File: src/rtl/gray_pkg.sv
// Shared types and Gray/binary helpers for the Gray counter slice.
// Optional self-check enabled by defining GRAY_CHECK_EN.
package gray_pkg;

    localparam int GRAY_W    = 4;
    localparam int GRAY_MAXW = 32;

    typedef enum logic [1:0] {
        IDLE,
        RUN,
        HOLD
    } state_t;

    function automatic logic [GRAY_MAXW-1:0] width_mask(
        input int w
    );
        logic [GRAY_MAXW-1:0] m;
        for (int i = 0; i < GRAY_MAXW; i++) begin
            m[i] = (i < w);
        end
        return m;
    endfunction

    function automatic logic [GRAY_MAXW-1:0] bin2gray(
        input logic [GRAY_MAXW-1:0] b,
        input int                   w
    );
        logic [GRAY_MAXW-1:0] bm;
        bm = b & width_mask(w);
        return bm ^ (bm >> 1);
    endfunction

    function automatic logic [GRAY_MAXW-1:0] gray2bin(
        input logic [GRAY_MAXW-1:0] g,
        input int                   w
    );
        logic [GRAY_MAXW-1:0] b;
        logic                 acc;
        b   = '0;
        acc = 1'b0;
        // MSB passes through; each lower bit folds in the running XOR
        for (int i = GRAY_MAXW - 1; i >= 0; i--) begin
            if (i < w) begin
                acc  = acc ^ g[i];
                b[i] = acc;
            end
        end
        return b;
    endfunction

endpackage

File: src/rtl/tick_divider.sv
// Step-rate divider: one-cycle tick every DIV enabled cycles.
// en freezes the count, clr returns it to zero.
module tick_divider #(
    parameter int DIV = 27000000
) (
    input  logic clk,
    input  logic rst,
    input  logic clr,
    input  logic en,
    output logic tick
);

    localparam int CW = (DIV > 2) ? $clog2(DIV) : 1;
    localparam logic [CW-1:0] LAST = CW'(DIV - 1);

    logic [CW-1:0] cnt;

    always_ff @(posedge clk) begin
        if (rst || clr) begin
            cnt <= '0;
        end else if (en) begin
            if (cnt == LAST) begin
                cnt <= '0;
            end else begin
                cnt <= cnt + CW'(1);
            end
        end
    end

    assign tick = en && !clr && (cnt == LAST);

endmodule

File: src/rtl/gray_code_generator.sv
// Up/down binary counter with registered Gray output and valid/ready.
// Define GRAY_CHECK_EN to add the sticky Gray->binary self-check.
module gray_code_generator
    import gray_pkg::*;
#(
    parameter int WIDTH = GRAY_W,
    parameter int DIV   = 27000000
) (
    input  logic             clk,
    input  logic             rst,
    input  logic             load_i,
    input  logic [WIDTH-1:0] bin_i,
    input  logic             en_i,
    input  logic             up_i,
    output logic [WIDTH-1:0] gray_o,
    output logic [WIDTH-1:0] bin_o,
    output logic             valid_o,
    input  logic             ready_i,
    output logic             wrap_o,
    output logic             err_o
);

    localparam logic [WIDTH-1:0] ALL1 = '1;

    state_t           state;
    state_t           state_n;
    logic [WIDTH-1:0] bin_n;
    logic [WIDTH-1:0] gray_n;
    logic             valid_n;
    logic             wrap_n;
    logic             step;
    logic             tick;
    logic             div_en;
    logic             div_clr;

    assign div_en  = (state == RUN);
    assign div_clr = (state == IDLE) || !en_i;

    tick_divider #(
        .DIV (DIV)
    ) u_div (
        .clk  (clk),
        .rst  (rst),
        .clr  (div_clr),
        .en   (div_en),
        .tick (tick)
    );

    always_comb begin
        state_n = state;
        bin_n   = bin_o;
        valid_n = valid_o && !ready_i;
        wrap_n  = 1'b0;
        step    = 1'b0;
        if (load_i) begin
            bin_n   = bin_i;
            valid_n = 1'b1;
            state_n = en_i ? RUN : IDLE;
        end else begin
            unique case (state)
                IDLE: begin
                    if (en_i) state_n = RUN;
                end
                RUN: begin
                    if (!en_i) begin
                        state_n = IDLE;
                    end else if (tick) begin
                        if (valid_o && !ready_i) begin
                            state_n = HOLD;
                        end else begin
                            step = 1'b1;
                        end
                    end
                end
                HOLD: begin
                    if (ready_i) begin
                        step    = 1'b1;
                        state_n = en_i ? RUN : IDLE;
                    end
                end
                default: state_n = IDLE;
            endcase
        end
        if (step) begin
            bin_n   = up_i ? bin_o + WIDTH'(1)
                           : bin_o - WIDTH'(1);
            valid_n = 1'b1;
            wrap_n  = up_i ? (bin_o == ALL1)
                           : (bin_o == '0);
        end
    end

    // Gray is derived from the next count so both words move together
    assign gray_n = WIDTH'(bin2gray(GRAY_MAXW'(bin_n), WIDTH));

    always_ff @(posedge clk) begin
        if (rst) begin
            state   <= IDLE;
            bin_o   <= '0;
            gray_o  <= '0;
            valid_o <= 1'b0;
            wrap_o  <= 1'b0;
        end else begin
            state   <= state_n;
            bin_o   <= bin_n;
            gray_o  <= gray_n;
            valid_o <= valid_n;
            wrap_o  <= wrap_n;
        end
    end

`ifdef GRAY_CHECK_EN
    logic             err_q;
    logic [WIDTH-1:0] dec;

    assign dec = WIDTH'(gray2bin(GRAY_MAXW'(gray_o), WIDTH));

    always_ff @(posedge clk) begin
        if (rst) begin
            err_q <= 1'b0;
        end else if (dec != bin_o) begin
            err_q <= 1'b1;
        end
    end

    assign err_o = err_q;
`else
    assign err_o = 1'b0;
`endif

endmodule

File: config.mk
export PLATFORM = sky130hd
export DESIGN_NAME = gray_code_generator
export DESIGN_NICKNAME = d
export VERILOG_FILES = /design/src/rtl/gray_pkg.sv /design/src/rtl/tick_divider.sv /design/src/rtl/gray_code_generator.sv
export SDC_FILE = /design/constraint.sdc
export NUM_CORES = 1
export LEC_CHECK = 0
export BUFFER_PORTS_ARGS = -buffer_cell sky130_fd_sc_hd__clkbuf_2
export CAP_MARGIN = 10
export CORE_ASPECT_RATIO = 0.6
export CORE_MARGIN = 2
export CORE_UTILIZATION = 55
export CTS_CLUSTER_SIZE = 20
export DETAILED_ROUTE_END_ITERATION = 10
export PLACE_DENSITY = 0.74
export SETUP_SLACK_MARGIN = 0.1
export SLEW_MARGIN = 20
export SYNTH_ARGS = -nofsm -noshare
export SYNTH_HDL_FRONTEND = slang
export SYNTH_SLANG_ARGS = --single-unit
File: constraint.sdc
create_clock -name clk -period 3.4 [get_ports clk]
set_input_delay 0.17 -clock clk [delete_from_list [all_inputs] [get_ports clk]]
set_output_delay 0.17 -clock clk [all_outputs]
set_load 0.01 [all_outputs]
Word-level counts from Yosys, hierarchy flattened. Cells that the tools add are included.

Add/sub/neg operators: 3. Eq/ne operators: 8. Muxes and demuxes: 21. Bitwise operators: 2. Reduce and logical (&&, ||, !) cells: 12.

Operators with widths (count): adder 25 x 1 -> 25 bit (second input constant) (1); equality test 25 bit (second input constant) (1); 2-to-1 mux 25 bit (1); 2-to-1 mux 2 bit (6); 2-to-1 mux 4 bit (3); 2-to-1 mux 1 bit (9); inequality test 4 bit (second input constant) (2); inequality test 3 bit (second input constant) (2); one-hot mux 2 bit (3 select lines) (1); adder 4 x 1 -> 4 bit (second input constant) (1); equality test 4 bit (second input constant) (1); zero test 4 bit (1); AND reduction 4 bit (1); subtractor 4 x 1 -> 4 bit (second input constant) (1); XOR 4 x 3 -> 4 bit (1); logical AND 1 bit (3); zero test 1 bit (3); equality test 2 x 1 -> 1 bit (second input constant) (1); equality test 2 bit (second input constant) (1); zero test 2 bit (1); logical OR 1 bit (2); one-hot mux 1 bit (2 select lines) (1); OR reduction 2 bit (1); NOT 1 bit (1).

Bits in registers: 37. Output and inout port bits: 11.

Logic depth before layout (Yosys ltp).
Word-level depth: 11. Depth in mapped cells: 8.

By module. Synthesis repeated with hierarchy kept, for this count alone.

Cell total of the unflattened synthesis: 217. Area total of the unflattened synthesis: 1908.1 sq um.

By module, submodules not included: tick_divider (instances 1, cells each 135, area an instance 1177.4 sq um); gray_code_generator (instances 1, cells each 82, area an instance 730.7 sq um).

Worst setup path before layout. No wires, ideal clock.

Path kind: register -> register. From: register u_div.cnt[18]. To: register u_div.cnt[0]. Library setup time: 115 ps. Data arrival time: 1852 ps. Required time: 3285 ps. Path slack: 1433 ps. Cell stages (with the launch flop): 7. Path buffers: 1. Path through: dfxtp_1 -> or4b_4 -> nor4_4 -> inv_2 -> o311ai_4 -> buf_6 -> nor2_2.

Longest elaborated chain between the ends: 2.

RTL lines: start, declared (line tick_divider.sv:16) `logic [CW-1:0] cnt;`; start signal, assigned (line tick_divider.sv:25) `cnt <= cnt + CW'(1);`; equality test 25 bit (line tick_divider.sv:22) `if (cnt == LAST) begin`; 2-to-1 mux 25 bit (line tick_divider.sv:22).

Every way passes these cells. A chain may end at the register's enable or synchronous reset.

Worst setup path after layout.
From: register u_div.cnt[18]. To: register u_div.cnt[13].

The elaborated chain is that of the path after synthesis.

==> run_results.csv <==
group,metric,value,unit
drt,drtPass1Iterations,4,
synthesis,ys_seq_elements,36,
power,p_leak,0.8186,nW
worst_setup_path,path_cells,"or4b_4, nor4_4, inv_2, o311ai_4, buf_4, nor2_1",
worst_setup_path,crit_required,3.56,ns
sta,maxSlewHeadroom,0.5433,
global_routing,grt_max_degree,25,
global_routing,grt_pass1_vias,1472,
placed_design,portBuffers,19,
synthesis,ys_seq_area_frac,0.3445,
synthesis,synth.top_cells.by_count,"36 x dfxtp_1, 20 x nor2_2, 20 x xnor2_1, 16 x nor2_1, 15 x xor2_1",
drt,vias,1648,
die,core_region_area,3659,um2
synthesis,ys.flop_type,"dfxtp_1",
die,die_w,83.62,um
power,p_seq_frac,0.513,
die,initial_core_util,0.5718,
worst_setup_path,cp-start-kind,"flop",
sta,worst_hold_slack,0.2486,ns
power,p_int,0.0006386,W
cts,cts_hold_buffers,0,
synthesis,yosysUniqueCellTypes,49,
cells_and_area,n_antenna_cell,0,
placed_design,dp.cells,286,
placed_design,pre_cts_slack,1.203,ns
synthesis,synth_area,2092,um2
cts,clock_sinks,36,
global_routing,grtUsageTotal,0.2161,
synthesis,yosys.area.top_type,"dfxtp_1",
power,power.share.clock,0.361,
drt,ant_nets,0,
worst_setup_path,end_kind,"flop",
synthesis,synth-warning-count,0,
power,design_power_total,0.0008538,W
synthesis,synth_area_per_cell,9.096,um2
sta,setup_viol,0,
cts,cts_resized,0,
power,combPwrFrac,0.125,
power,cellPowerDensity,374.1,nW/um2
sta,tightest_slew,0.6794,ns
power,ir_drop,0.2153,mV
cells_and_area,area_growth,9.091,%
cts,ctsLongestPathBuffers,2,
cells_and_area,drive_above_1_share,0.2510,
die,ioPinCount,21,
global_routing,grt_pass1_wl,7286,um
die,rows,17,
synthesis,synth_cells,230,
cts,post-cts-setup-buffer-count,0,
cts,cts_root_buf,"clkbuf_8",
cts,cts_buffers,5,
cts,clock_latency,0.29,ns
synthesis,synth.area.top_cells,"dfxtp_1 34%, xnor2_1 8.4%, xor2_1 6.3%",
sta,period_share,0.6503,
global_routing,overflow,0,
worst_setup_path,critical_path.max_fanout,24,
cells_and_area,fin_cells,294,
drt,drt_iter0_drc,113,
global_routing,antenna_found_initial,0,
flow_run,max-cap-violations,0,
sta,max_freq,452.3,MHz
placed_design,hpwl,3220,um
synthesis,syn_nets,248,
sta,rsz0062_at_grt,"no",
worst_setup_path,path_buf_inv,2,
sta,timing.final.ws_setup,1.189,ns
worst_setup_path,worst-setup-path-type,"reg2reg",
sta,fin_crit,2.211,ns
synthesis,synthArstFlopShare,0,
placed_design,gp_congestion,0.8813,
drt,vias_per_cell,5.605,
die,die_area,4329,um2
synthesis,yosysTopAreaCellShare,0.3445,
sta,drv_slew,0,
synthesis,synth-edff-count,0,
cells_and_area,nets,264,
drt,wl,4245,um
cts,htree_levels,2,
die,die_y,51.77,um
sta,hold_viol_final,0,
worst_setup_path,arrival,2.37,ns
min_path,min_path_type,"in2reg",
power,p_switching,0.0002152,W
drt,drt_drc_violations_left,0,
sta,finalSetupTns,0,ns
drt,drt-wirelength-per-cell,14.44,um
sta,finalClockSkew,0.007883,ns
cts,cts_tree,"yes",
worst_setup_path,cp_top_family,"simple AND/OR/NAND/NOR gates",
power,switching_share,0.2520,
worst_setup_path,slowest_delay,0.55,ns
outcome,status,"finished clean",
worst_setup_path,slowest_stage,"or4b_4",
cts,clkSlewWorstSetupHoldPaths,0.07,ns
synthesis,synth.most_common_cell,"dfxtp_1",
==> stage by stage <==
step           utilization  area (um2)
2_1_floorplan            -        2092
3_3_place_gp        0.5985        2190
3_5_place_dp        0.5985        2190
4_1_cts             0.6238        2282
5_1_grt             0.6238        2282
6_report            0.6238        2282
==> worst paths after layout <==
| path | start | cells after the start | endpoint | slack (ns) |
|---|---|---|---|---|
| setup / recovery | u_div.cnt[18]$_SDFFE_PP0N_ | 6 | u_div.cnt[13]$_SDFFE_PP0N_ | 1.19 |
| hold / removal | en_i | 2 | u_div.cnt[2]$_SDFFE_PP0N_ | 0.25 |
| setup reg to reg | u_div.cnt[18]$_SDFFE_PP0N_ | 6 | u_div.cnt[13]$_SDFFE_PP0N_ | 1.19 |
| hold reg to reg | u_div.cnt[24]$_SDFFE_PP0N_ | 2 | u_div.cnt[24]$_SDFFE_PP0N_ | 0.54 |
==> kinds of logic (layout without fill, tap and decap cells) <==
family / count (synthesis) / in the layout / synth area share
and+or+nand+nor: 104 / 104 / 0.2984
DFF: 36 / 36 / 0.3445
xor gates and xnor gates: 35 / 35 / 0.1465
AOI/OAI and AO/OA: 24 / 24 / 0.09809
buffers and inverters: 19 / 36 / 0.04486
adders and majority gates: 8 / 8 / 0.05143
muxes: 3 / 3 / 0.01435
other: 1 / 1 / 0.001793
==> per-layer routing <==
metal / share of wire / vias up / global-route usage
li1: - / 838 / -
met1: 0.54 / 757 / 0.3346
met2: 0.39 / 49 / 0.2880
met3: 0.064 / 4 / 0.05873
met4: 0.0059 / 0 / 0.05645
met5: 0 / - / 0
==> power by group through the flow <==
stage	sequential [W]	combinational [W]	clock, W
2_1_floorplan	0.000449	0.0000792	0
3_3_place_gp	0.000448	0.000105	0
3_5_place_dp	0.000448	0.000106	0
4_1_cts	0.000438	0.000107	0.000318
5_1_grt	0.000439	0.000119	0.000337
6_report	0.000438	0.000107	0.000309
==> sequential cells by signal, indices dropped and copies added, names as in the netlist <==
signal	cells
u_div.cnt	25
gray_o	4
bin_o	3
state	2
valid_o	1
wrap_o	1
==> cell usage in the layout, fill, tap and decap left out, types with 7 or more instances in the layout <==
cell       n
nand3_1    9
nand2_1   14
ha_1       7
and3_1     7
nand4_1   10
clkbuf_2  19
dfxtp_1   36
inv_1      7
xnor2_1   20
nor2_2    20
nor2_1    16
xor2_1    15
==> cell type report <==
type	count	area (um2)
Fill cell	317	1376
Clock buffer	6	82.58
Inverter	8	30.03
Tap cell	47	58.81
Sequential cell	36	720.7
Clock inverter	2	10.01
Timing Repair Buffer	20	102.6
Multi-Input combinational cell	175	1277
Power figures use the tool's default switching activity.
